`config.mk`:
```
export PLATFORM = sky130hd
export DESIGN_NAME = biriscv_issue_sched
export DESIGN_NICKNAME = d
export VERILOG_FILES = /design/src/rtl/biriscv_issue_pkg.sv /design/src/rtl/biriscv_issue_scoreboard.sv /design/src/rtl/biriscv_issue_sched.sv
export SDC_FILE = /design/constraint.sdc
export NUM_CORES = 1
export LEC_CHECK = 0
export CORE_ASPECT_RATIO = 1.2
export CORE_MARGIN = 2
export CORE_UTILIZATION = 45
export DETAILED_ROUTE_END_ITERATION = 12
export PLACE_DENSITY = 0.84
export SETUP_SLACK_MARGIN = 0.15
export SLEW_MARGIN = 0
export SYNTH_ARGS = -nofsm -noshare
export SYNTH_HDL_FRONTEND = slang
export SYNTH_SLANG_ARGS = --single-unit
```
`constraint.sdc`:
```
create_clock -name clk_i -period 4.6 [get_ports clk_i]
set_clock_uncertainty 0.2 [all_clocks]
set_input_delay 0.46 -clock clk_i [delete_from_list [all_inputs] [get_ports clk_i]]
set_output_delay 0.46 -clock clk_i [all_outputs]
set_load 0.05 [all_outputs]
```
`src/rtl/biriscv_issue_pkg.sv`:
```
`default_nettype none
// biriscv_issue_pkg: class-bit indices, instruction field positions and the
// scheduler FSM encoding shared by the issue scheduler and its scoreboard.
package biriscv_issue_pkg;

  localparam int CLS_RD_VALID = 0;
  localparam int CLS_CSR      = 1;
  localparam int CLS_DIV      = 2;
  localparam int CLS_MUL      = 3;
  localparam int CLS_BRANCH   = 4;
  localparam int CLS_LSU      = 5;
  localparam int CLS_EXEC     = 6;
  localparam int CLS_INVALID  = 7;

  localparam int RD_LSB  = 7;
  localparam int RS1_LSB = 15;
  localparam int RS2_LSB = 20;

  localparam int STATE_W = 2;
  localparam logic [STATE_W-1:0] ST_RUN   = 2'd0;
  localparam logic [STATE_W-1:0] ST_DRAIN = 2'd1;
  localparam logic [STATE_W-1:0] ST_POST  = 2'd2;

endpackage
`default_nettype wire

```
`src/rtl/biriscv_issue_scoreboard.sv`:
```
`default_nettype none
// biriscv_issue_scoreboard: pending-writeback register vector plus divider
// busy tracking, with a same-cycle hazard query for both FIFO head slots.
module biriscv_issue_scoreboard (
  input  logic       clk,
  input  logic       rst_n,
  input  logic [4:0] s0_rs1,
  input  logic [4:0] s0_rs2,
  input  logic [4:0] s0_rd,
  input  logic       s0_rd_valid,
  input  logic       s0_div,
  input  logic [4:0] s1_rs1,
  input  logic [4:0] s1_rs2,
  input  logic [4:0] s1_rd,
  input  logic       s1_rd_valid,
  input  logic       s1_div,
  input  logic       set0_load,
  input  logic       set0_div,
  input  logic       set1_load,
  input  logic       set1_div,
  input  logic       wb_load_valid,
  input  logic [4:0] wb_load_rd,
  input  logic       div_complete,
  output logic       hazard0,
  output logic       hazard1,
  output logic       idle
);

  logic [31:0] pending;
  logic        div_busy;
  logic [4:0]  div_rd_q;
  logic [31:0] clr_mask;
  logic [31:0] set_mask;
  logic [31:0] pending_eff;
  logic        busy_eff;

  always_comb begin
    clr_mask = '0;
    if (wb_load_valid && (wb_load_rd != 5'd0)) clr_mask[wb_load_rd] = 1'b1;
    if (div_complete) clr_mask[div_rd_q] = 1'b1;
    set_mask = '0;
    if (set0_load || set0_div) set_mask[s0_rd] = 1'b1;
    if (set1_load || set1_div) set_mask[s1_rd] = 1'b1;
    set_mask[0] = 1'b0;
  end

  // Writebacks landing this cycle release their consumers in the same cycle.
  assign pending_eff = pending & ~clr_mask;
  assign busy_eff    = div_busy & ~div_complete;

  assign hazard0 = pending_eff[s0_rs1] | pending_eff[s0_rs2] |
                   (s0_rd_valid & pending_eff[s0_rd]) | (s0_div & busy_eff);
  assign hazard1 = pending_eff[s1_rs1] | pending_eff[s1_rs2] |
                   (s1_rd_valid & pending_eff[s1_rd]) | (s1_div & busy_eff);
  assign idle    = (pending_eff == '0) && !busy_eff;

  always_ff @(posedge clk) begin
    if (!rst_n) begin
      pending  <= '0;
      div_busy <= 1'b0;
      div_rd_q <= '0;
    end else begin
      pending  <= pending_eff | set_mask;
      div_busy <= busy_eff | set0_div | set1_div;
      if (set0_div)      div_rd_q <= s0_rd;
      else if (set1_div) div_rd_q <= s1_rd;
    end
  end

endmodule
`default_nettype wire

```
`src/rtl/biriscv_issue_sched.sv`:
```
`default_nettype none
// biriscv_issue_sched: in-order dual-issue scheduler with hazard, pairing and
// CSR serialisation rules. BIRISCV_ISSUE_STATS_EN adds issue statistic counters.
module biriscv_issue_sched
  import biriscv_issue_pkg::*;
#(
  parameter int DUAL_ISSUE         = 1,
  parameter int POST_SERIAL_CYCLES = 2
) (
  input  logic        clk_i,
  input  logic        rst_ni,
  input  logic        slot0_valid_i,
  input  logic [31:0] slot0_instr_i,
  input  logic [31:0] slot0_pc_i,
  input  logic [7:0]  slot0_class_i,
  input  logic        slot1_valid_i,
  input  logic [31:0] slot1_instr_i,
  input  logic [31:0] slot1_pc_i,
  input  logic [7:0]  slot1_class_i,
  output logic        slot0_accept_o,
  output logic        slot1_accept_o,
  input  logic        stall_i,
  input  logic        branch_request_i,
  input  logic        pipe_idle_i,
  input  logic        wb_load_valid_i,
  input  logic [4:0]  wb_load_rd_i,
  input  logic        div_complete_i,
  output logic        issue0_valid_o,
  output logic [31:0] issue0_instr_o,
  output logic [31:0] issue0_pc_o,
  output logic        issue1_valid_o,
  output logic [31:0] issue1_instr_o,
  output logic [31:0] issue1_pc_o
`ifdef BIRISCV_ISSUE_STATS_EN
  ,
  output logic [31:0] stat_dual_o,
  output logic [31:0] stat_single_o,
  output logic [31:0] stat_stall_o
`endif
);

  logic [STATE_W-1:0] state, state_next;
  logic [2:0]         post_cnt, post_cnt_next;
  logic               accept0, accept1;
  logic               hazard0, hazard1, sb_idle;

  logic [4:0] rd0, rs1_0, rs2_0, rd1, rs1_1, rs2_1;
  assign rd0   = slot0_instr_i[RD_LSB +: 5];
  assign rs1_0 = slot0_instr_i[RS1_LSB +: 5];
  assign rs2_0 = slot0_instr_i[RS2_LSB +: 5];
  assign rd1   = slot1_instr_i[RD_LSB +: 5];
  assign rs1_1 = slot1_instr_i[RS1_LSB +: 5];
  assign rs2_1 = slot1_instr_i[RS2_LSB +: 5];

  logic serial0, serial1, head_serial, issue_en, can_issue, drain_ready, dep, pair_ok;
  logic slot0_ok, slot1_ok;
  logic unused_class;

  assign unused_class = ^{slot0_class_i[CLS_EXEC], slot1_class_i[CLS_EXEC],
                          slot1_class_i[CLS_BRANCH]};

  assign serial0     = slot0_class_i[CLS_CSR] | slot0_class_i[CLS_INVALID];
  assign serial1     = slot1_class_i[CLS_CSR] | slot1_class_i[CLS_INVALID];
  assign head_serial = slot0_valid_i ? serial0 : (slot1_valid_i & serial1);
  assign issue_en    = rst_ni && !branch_request_i && !stall_i;
  assign can_issue   = (state == ST_RUN) || (state == ST_POST);
  assign drain_ready = (state == ST_DRAIN) && pipe_idle_i && sb_idle &&
                       !issue0_valid_o && !issue1_valid_o;

  assign dep = slot0_class_i[CLS_RD_VALID] && (rd0 != 5'd0) &&
               ((rs1_1 == rd0) || (rs2_1 == rd0) ||
                (slot1_class_i[CLS_RD_VALID] && (rd1 == rd0)));

  assign pair_ok = (DUAL_ISSUE != 0) && (state == ST_RUN) && !slot0_class_i[CLS_BRANCH] && !dep &&
                   !(slot0_class_i[CLS_LSU] && slot1_class_i[CLS_LSU]) &&
                   !(slot0_class_i[CLS_MUL] && slot1_class_i[CLS_MUL]) &&
                   !(slot0_class_i[CLS_DIV] && slot1_class_i[CLS_DIV]);

  assign slot0_ok = slot0_valid_i && can_issue && !hazard0 && !serial0;
  assign slot1_ok = slot1_valid_i && can_issue && !hazard1 && !serial1;

  biriscv_issue_scoreboard u_scoreboard (
    .clk           (clk_i),
    .rst_n         (rst_ni),
    .s0_rs1        (rs1_0),
    .s0_rs2        (rs2_0),
    .s0_rd         (rd0),
    .s0_rd_valid   (slot0_class_i[CLS_RD_VALID]),
    .s0_div        (slot0_class_i[CLS_DIV]),
    .s1_rs1        (rs1_1),
    .s1_rs2        (rs2_1),
    .s1_rd         (rd1),
    .s1_rd_valid   (slot1_class_i[CLS_RD_VALID]),
    .s1_div        (slot1_class_i[CLS_DIV]),
    .set0_load     (accept0 & slot0_class_i[CLS_LSU] & slot0_class_i[CLS_RD_VALID]),
    .set0_div      (accept0 & slot0_class_i[CLS_DIV]),
    .set1_load     (accept1 & slot1_class_i[CLS_LSU] & slot1_class_i[CLS_RD_VALID]),
    .set1_div      (accept1 & slot1_class_i[CLS_DIV]),
    .wb_load_valid (wb_load_valid_i),
    .wb_load_rd    (wb_load_rd_i),
    .div_complete  (div_complete_i),
    .hazard0       (hazard0),
    .hazard1       (hazard1),
    .idle          (sb_idle)
  );

  always_ff @(posedge clk_i) begin
    if (!rst_ni) begin
      state    <= ST_RUN;
      post_cnt <= '0;
    end else begin
      state    <= state_next;
      post_cnt <= post_cnt_next;
    end
  end

  always_comb begin
    state_next    = state;
    post_cnt_next = post_cnt;
    if (branch_request_i) begin
      state_next    = ST_RUN;
      post_cnt_next = '0;
    end else if (!stall_i) begin
      case (state)
        ST_RUN:   if (head_serial) state_next = ST_DRAIN;
        ST_DRAIN: if (drain_ready && (slot0_valid_i || slot1_valid_i)) begin
          state_next    = ST_POST;
          post_cnt_next = 3'(POST_SERIAL_CYCLES);
        end
        ST_POST: begin
          // The counter value names the remaining single-issue cycles, this one included.
          if (post_cnt <= 3'd1) begin
            state_next    = ST_RUN;
            post_cnt_next = '0;
          end else begin
            post_cnt_next = post_cnt - 3'd1;
          end
        end
        default: begin
          state_next    = ST_RUN;
          post_cnt_next = '0;
        end
      endcase
    end
  end

  always_comb begin
    accept0 = 1'b0;
    accept1 = 1'b0;
    if (issue_en) begin
      if (state == ST_DRAIN) begin
        if (drain_ready) begin
          accept0 = slot0_valid_i;
          accept1 = !slot0_valid_i && slot1_valid_i;
        end
      end else begin
        accept0 = slot0_ok;
        accept1 = slot1_ok && (!slot0_valid_i || (slot0_ok && pair_ok));
      end
    end
  end

  assign slot0_accept_o = accept0;
  assign slot1_accept_o = accept1;

  always_ff @(posedge clk_i) begin
    if (!rst_ni) begin
      issue0_valid_o <= 1'b0;
      issue0_instr_o <= '0;
      issue0_pc_o    <= '0;
      issue1_valid_o <= 1'b0;
      issue1_instr_o <= '0;
      issue1_pc_o    <= '0;
    end else if (branch_request_i) begin
      issue0_valid_o <= 1'b0;
      issue1_valid_o <= 1'b0;
    end else if (!stall_i) begin
      issue0_valid_o <= accept0;
      issue0_instr_o <= slot0_instr_i;
      issue0_pc_o    <= slot0_pc_i;
      issue1_valid_o <= accept1;
      issue1_instr_o <= slot1_instr_i;
      issue1_pc_o    <= slot1_pc_i;
    end
  end

`ifdef BIRISCV_ISSUE_STATS_EN
  always_ff @(posedge clk_i) begin
    if (!rst_ni) begin
      stat_dual_o   <= '0;
      stat_single_o <= '0;
      stat_stall_o  <= '0;
    end else begin
      if (accept0 && accept1) stat_dual_o <= stat_dual_o + 32'd1;
      if (accept0 ^ accept1)  stat_single_o <= stat_single_o + 32'd1;
      if ((slot0_valid_i || slot1_valid_i) && !accept0 && !accept1)
        stat_stall_o <= stat_stall_o + 32'd1;
    end
  end
`endif

endmodule
`default_nettype wire

```
# After elaboration in Yosys (flattened, before gate mapping)
# Cells that the tools add are included.
[totals]
regBits = 173
output_inout_bits = 132
[classes]
n_addsub = 1
order_cmp = 13
eq_ne = 8
mux = 40
n_bitwise = 32
n_reduce_logical = 64
[op_table]
columns = ["operator", "n"]
rows = [
  ["$mux W32", 4],
  ["$or A32 B32 Y32", 3],
  ["$lt A5 B6 Y1 const B", 8],
  ["$logic_and A1 B1 Y1", 33],
  ["$and A32 B32 Y32", 1],
  ["$logic_not A32 Y1", 1],
  ["$not A32 Y32", 1],
  ["$bmux W1 S5", 6],
  ["$demux W1 S5", 4],
  ["$ge A5 B1 Y1 const B", 4],
  ["$mux W1", 17],
  ["$eq A5 B5 Y1", 3],
  ["$logic_not A1 Y1", 15],
  ["$and A1 B1 Y1", 12],
  ["$mux W5", 2],
  ["$or A1 B1 Y1", 10],
  ["$reduce_bool A5 Y1", 2],
  ["$pmux W3 S3", 1],
  ["$logic_or A1 B1 Y1", 7],
  ["$mux W2", 3],
  ["$mux W3", 2],
  ["$pmux W2 S3", 1],
  ["$not A1 Y1", 5],
  ["$ne A2 B1 Y1 const B", 2],
  ["11 further kinds", 11],
]

# Depth between registers and ports, before layout
[depth]
ltp_word = 27
depth_mapped = 14
depth_no_buf = 12

# Cells and area by module
# From an unflattened synthesis, not the netlist that was laid out.
[unflattened]
cells_unflattened = 1208
area_unflattened_um2 = 9784.4
[by_module_without_submodules]
columns = ["module", "n_inst", "cells_per_inst", "area_per_inst_um2"]
rows = [
  ["biriscv_issue_sched", 1, 665, 5484.0],
  ["biriscv_issue_scoreboard", 1, 543, 4300.4],
]

# Least setup slack after synthesis
# No wires, ideal clock.
[synth_timing]
path_kind = "input port to output port"
from = "input div_complete_i"
to = "output slot0_accept_o"
arrival_ns = 3.229
slack_ns = 0.711
stages = 11
n_path_buf = 3
path_cell_list = "buf_2 or4b_1 buf_2 o221ai_4 o22ai_1 nor4_1 nor4_1 a211oi_2 a31oi_1 buf_2 nor2_1"
[synth_between]
elab_chain_len = 13
elab_cells_between_ends = 28
cone_classes = "10 x mux; 9 x bitwise; 9 x reduce/logical"
[synth_rtl]
columns = ["element", "line_no", "rtl"]
rows = [
  ["start, declared", "biriscv_issue_sched.sv:27", "input logic div_complete_i,"],
  ["$mux W32", "biriscv_issue_scoreboard.sv:40", "if (div_complete) clr_mask[div_rd_q] = 1'b1;"],
  ["$not A32 Y32", "biriscv_issue_scoreboard.sv:48", "assign pending_eff = pending & ~clr_mask;"],
  ["$and A32 B32 Y32", "biriscv_issue_scoreboard.sv:48", ""],
  ["$bmux W1 S5, on equally long branches", "biriscv_issue_scoreboard.sv:51, biriscv_issue_scoreboard.sv:52", ""],
  ["$mux W1, on equally long branches", "biriscv_issue_scoreboard.sv:51, biriscv_issue_scoreboard.sv:52", ""],
  ["$or A1 B1 Y1 or $and A1 B1 Y1 (tied branches)", "biriscv_issue_scoreboard.sv:51, biriscv_issue_scoreboard.sv:52", ""],
  ["$or A1 B1 Y1", "biriscv_issue_scoreboard.sv:51", "assign hazard0 = pending_eff[s0_rs1] | pending_eff[s0_rs2] |"],
  ["$or A1 B1 Y1", "biriscv_issue_scoreboard.sv:52", "(s0_rd_valid & pending_eff[s0_rd]) | (s0_div & busy_eff);"],
  ["$logic_not A1 Y1", "biriscv_issue_sched.sv:79", "assign slot0_ok = slot0_valid_i && can_issue && !hazard0 && !serial0;"],
  ["$logic_and A1 B1 Y1 (2 in series)", "biriscv_issue_sched.sv:79", ""],
  ["$mux W1 (*)", "biriscv_issue_sched.sv:151", "if (state == ST_DRAIN) begin"],
  ["$mux W1 (*)", "biriscv_issue_sched.sv:150", "if (issue_en) begin"],
  ["end, declared", "biriscv_issue_sched.sv:20", "output logic slot0_accept_o,"],
]
# Every way passes the cells marked *; elsewhere a longest branch is shown, timed or not. The select of a mux whose other input is x is not followed.

# Worst setup path after layout
[layout_timing]
from = "input wb_load_rd_i[0]"
to = "output slot1_accept_o"
[layout_between]
elab_chain_len = 22
elab_cells_between_ends = 49
cone_classes = "2 x order compare; 19 x mux; 11 x bitwise; 17 x reduce/logical"
[layout_rtl]
columns = ["element", "line_no", "rtl"]
rows = [
  ["start, declared", "biriscv_issue_sched.sv:26", "input logic [4:0] wb_load_rd_i,"],
  ["$lt A5 B6 Y1 (not written as such) or $ge A5 B1 Y1 (tied branches)", "biriscv_issue_scoreboard.sv:39", "if (wb_load_valid && (wb_load_rd != 5'd0)) clr_mask[wb_load_rd] = 1'b1;"],
  ["$logic_and A1 B1 Y1 (not written as such)", "biriscv_issue_scoreboard.sv:39", ""],
  ["$mux W1 (not written as such)", "biriscv_issue_scoreboard.sv:39", ""],
  ["$demux W1 S5", "-", ""],
  ["$mux W32 (*)", "biriscv_issue_scoreboard.sv:39", ""],
  ["$or A32 B32 Y32 (no source line)", "-", ""],
  ["$mux W32 (*)", "biriscv_issue_scoreboard.sv:40", ""],
  ["$not A32 Y32 (*)", "biriscv_issue_scoreboard.sv:48", ""],
  ["[... 5 more ...]", "-", ""],
  ["$or A1 B1 Y1", "biriscv_issue_scoreboard.sv:52", ""],
  ["$logic_not A1 Y1", "biriscv_issue_sched.sv:79", ""],
  ["$logic_and A1 B1 Y1 (2 in series)", "biriscv_issue_sched.sv:79", ""],
  ["$logic_and A1 B1 Y1", "biriscv_issue_sched.sv:158", "accept1 = slot1_ok && (!slot0_valid_i || (slot0_ok && pair_ok));"],
  ["$logic_or A1 B1 Y1", "biriscv_issue_sched.sv:158", ""],
  ["$logic_and A1 B1 Y1", "biriscv_issue_sched.sv:158", ""],
  ["$mux W1 (*)", "biriscv_issue_sched.sv:151", ""],
  ["$mux W1 (*)", "biriscv_issue_sched.sv:150", ""],
  ["end, declared", "biriscv_issue_sched.sv:21", "output logic slot1_accept_o,"],
]
# Marks and branches as above.

==> reports/results.txt <==
outcome - completed
Die Wd - 138 µm
Final GP Congestion - 1.07
Reg2Reg Depth - 13
Initial Util - 46.1%
share of layout cells above drive strength 1 - 13.4%
Final nets - 1803
Hold Vio Cnt, Final - 0
All-Layer GR Usage - 37.5%
Unique masters post-synth - 73
clk sinks - 173
met1 Track Usage GR - 44.3%
CTS buffer count - 17
reg-to-reg setup timing slack - 0.72 ns
Synth Area per Inst - 7.50 µm²
CTS tree - done
ANT nets after route - 0
CTS clk-pin slew, worst paths - 0.06 ns
Max IR drop VDD - 0.251 mV
hpwl dp - 33000 µm
CP endpoint - slot1_accept_o
Mapped Area - 9740 µm²
WS Path Type - primary input to primary output
P_leak - 5.10 nW
I/O Pins - 290
Yosys reg bits - 173
antenna violations before repair - 2
# fillers - 1773
crit end category - primary output
R2R Path Start - u_scoreboard.div_rd_q[1]
port bufs - 286
Slew Limit Headroom - 41.8%
Fmax achieved - 230 MHz
chip height - 165 µm
# setup viols final - 0
fin crit share - 94.6%
main flop type after synthesis - dfxtp_1
beginning of the critical path - wb_load_rd_i[0]
crit path setup slack, layout - 0.247 ns
drt initial violations - 1394
Hold Crit Start - issue0_pc_o[2]
Tmin final - 4.35 ns
Worst Tran Pin Value - 0.873 ns
global routing's busiest layer - met2
Slew Viols, Final - 0
largest net degree at the start of global routing - 82
DIE AREA - 22900 µm²
first-pass GRT wire length - 65700 µm
DRC - 0
Total Wirelength - 44600 µm
Yosys warnings - 0
Post-synth EDFFs - 0
Syn Nets - 1461
Bufs on Longest Clock Path - 2
H-tree depth - 4
asr flop ratio synth - 0%
Core ar. - 21100 µm²
Max-cap violations - 0
global route overflow - 0
startpoint types - primary input
Hold Path Stages - 2
Power Density - 278 nW/µm²
synthesized netlist cell count - 1299
sequential area share after synthesis - 35.5%
DR vias - 11836
r2r endpoint - u_scoreboard.pending[29]
crit path DAT - 3.69 ns
met2 Track Usage GR - 59.2%
CP required - 3.94 ns
Row Count - 58
Clk Latency, worst-skew pair - 0.45 ns
Worst Path Max Fanout - 6
vias in the first global route - 11317
CTS Root Cell - clkbuf_16
met3 Use GR - 13.1%
setup TNS - 0 ns
post-DR wirelength/cell - 23.2 µm
RSZ-0062 raised after global routing - no
hold crit path type - flop to flop
drt first pass iters - 6
pre-CTS WS - 0.117 ns
vias per std cell - 6.15
Area growth, synth to finish - 47.8%
## cells in the final DEF, fill, tap and decap left out, drive strengths merged, types with 6 or more instances in the layout
cell / n
nand4bb: 6
o211ai: 13
clkbuf: 17
a22oi: 12
a21oi: 146
nand2b: 17
nor2b: 10
clkdlybuf4s50: 283
buf: 144
o22ai: 19
clkinv: 9
nand4b: 9
nor2: 72
dfxtp: 173
o21ai: 27
nand4: 19
o2111ai: 12
mux4: 9
xor2: 13
o31ai: 38
nor3: 23
or2: 8
o221ai: 35
a211oi: 10
nand3: 32
o41ai: 15
o32ai: 10
a31oi: 11
mux2i: 13
nor4: 10
inv: 32
nand2: 334
xnor2: 7
## where the power goes
group          leakage [nW]  internal [W]  switching, W
Sequential             1.41       0.00155     0.0000279
Clock                 0.309      0.000800      0.000759
Combinational          3.38      0.000335      0.000532
Total                  5.10       0.00268       0.00132
## worst max-delay path, cell delays in order
cell	delay, ns
clkdlybuf4s50_1	0.61
nand2b_1	0.28
buf_4	0.20
o221ai_2	0.19
nor3_1	0.23
nor3_1	0.08
a211oi_1	0.35
o211ai_1	0.26
a31oi_2	0.34
nor2_1	0.09
o21ai_2	0.32
inv_1	0.08
buf_4	0.20
## flip-flops by register name, indices dropped and copies added (netlist names), 2 cells and up
register,count
issue0_instr_o,32
issue0_pc_o,32
issue1_instr_o,32
issue1_pc_o,32
u_scoreboard.pending,32
u_scoreboard.div_rd_q,5
post_cnt,3
state,2
## area by class of cell
cell class                      count  area [µm²]  area share (%)
Antenna cell                        2        5.00          0.0347
Clock buffer                       17         425            2.95
Clock inverter                     15         215            1.49
Inverter                           27         104           0.721
Multi-Input combinational cell    994        5820            40.4
Sequential cell                   173        3470            24.1
Tap cell                          270         338            2.35
Timing Repair Buffer              428        4030            28.0
## layer usage
metal	share of wire, %	vias to the layer above
met4	6.3	2
met1	36	5495
met3	12	182
met2	45	781
met5	0.034	-
li1	-	5376
## kinds of logic after synthesis
kind of cell	count (synthesis)	share of synthesized area (%)
and+or+nand+nor	570	26.8
AOI/OAI and AO/OA	373	25.8
DFF	173	35.5
buffers and inverters	132	5.55
muxes	27	3.99
xor gates and xnor gates	20	1.80
adders and majority gates	4	0.514
## synth_stat cells (19+ instances only)
cell      count  area share [%]
inv_1        25            0.96
a21oi_1     146             7.5
o221ai_1     28             2.5
o31ai_1      38             2.9
nor3_1       23             1.2
o21ai_0      24             1.2
o22ai_1      19             1.2
nand2_1     334              13
nor2_1       71             2.7
nand4_1      19             1.2
clkbuf_1     75             2.9
dfxtp_1     173              36
nand3_1      32             1.6
## how the worst min path moves through the flow
| stage | end | slack [ns] |
|---|---|---|
| 6_report | issue0_pc_o[2] | 0.26 |
| 5_1_grt | issue0_instr_o[28] | 0.27 |
| 4_1_cts | issue0_pc_o[2] | 0.26 |
| 3_5_place_dp | issue0_instr_o[21] | 0.25 |
| 3_3_place_gp | issue1_pc_o[15] | 0.24 |
| 2_1_floorplan | post_cnt[2] | 0.25 |
## metrics by stage
stage / util, % / cells / total power (W) / hold WS (ns) / cell area [µm²]
6_report: 68.2 / 1926 / 0.00400 / 0.255 / 14400
3_3_place_gp: 64.7 / 1890 / 0.00245 / 0.241 / 13700
4_1_cts: 67.8 / 1922 / 0.00400 / 0.256 / 14300
2_1_floorplan: - / 1299 / 0.00207 / 0.249 / 9740
5_1_grt: 68.2 / 1925 / 0.00412 / 0.270 / 14400
3_5_place_dp: 64.7 / 1890 / 0.00246 / 0.245 / 13700
## repair_timing
item                                    4_1_cts  5_1_grt
endpoints found under the setup margin        2        2
setup buffers                                 0        2
hold buffers                                  0        0
resized for setup                             4       11
pin swaps                                     0        3
Power figures use the tool's default switching activity.
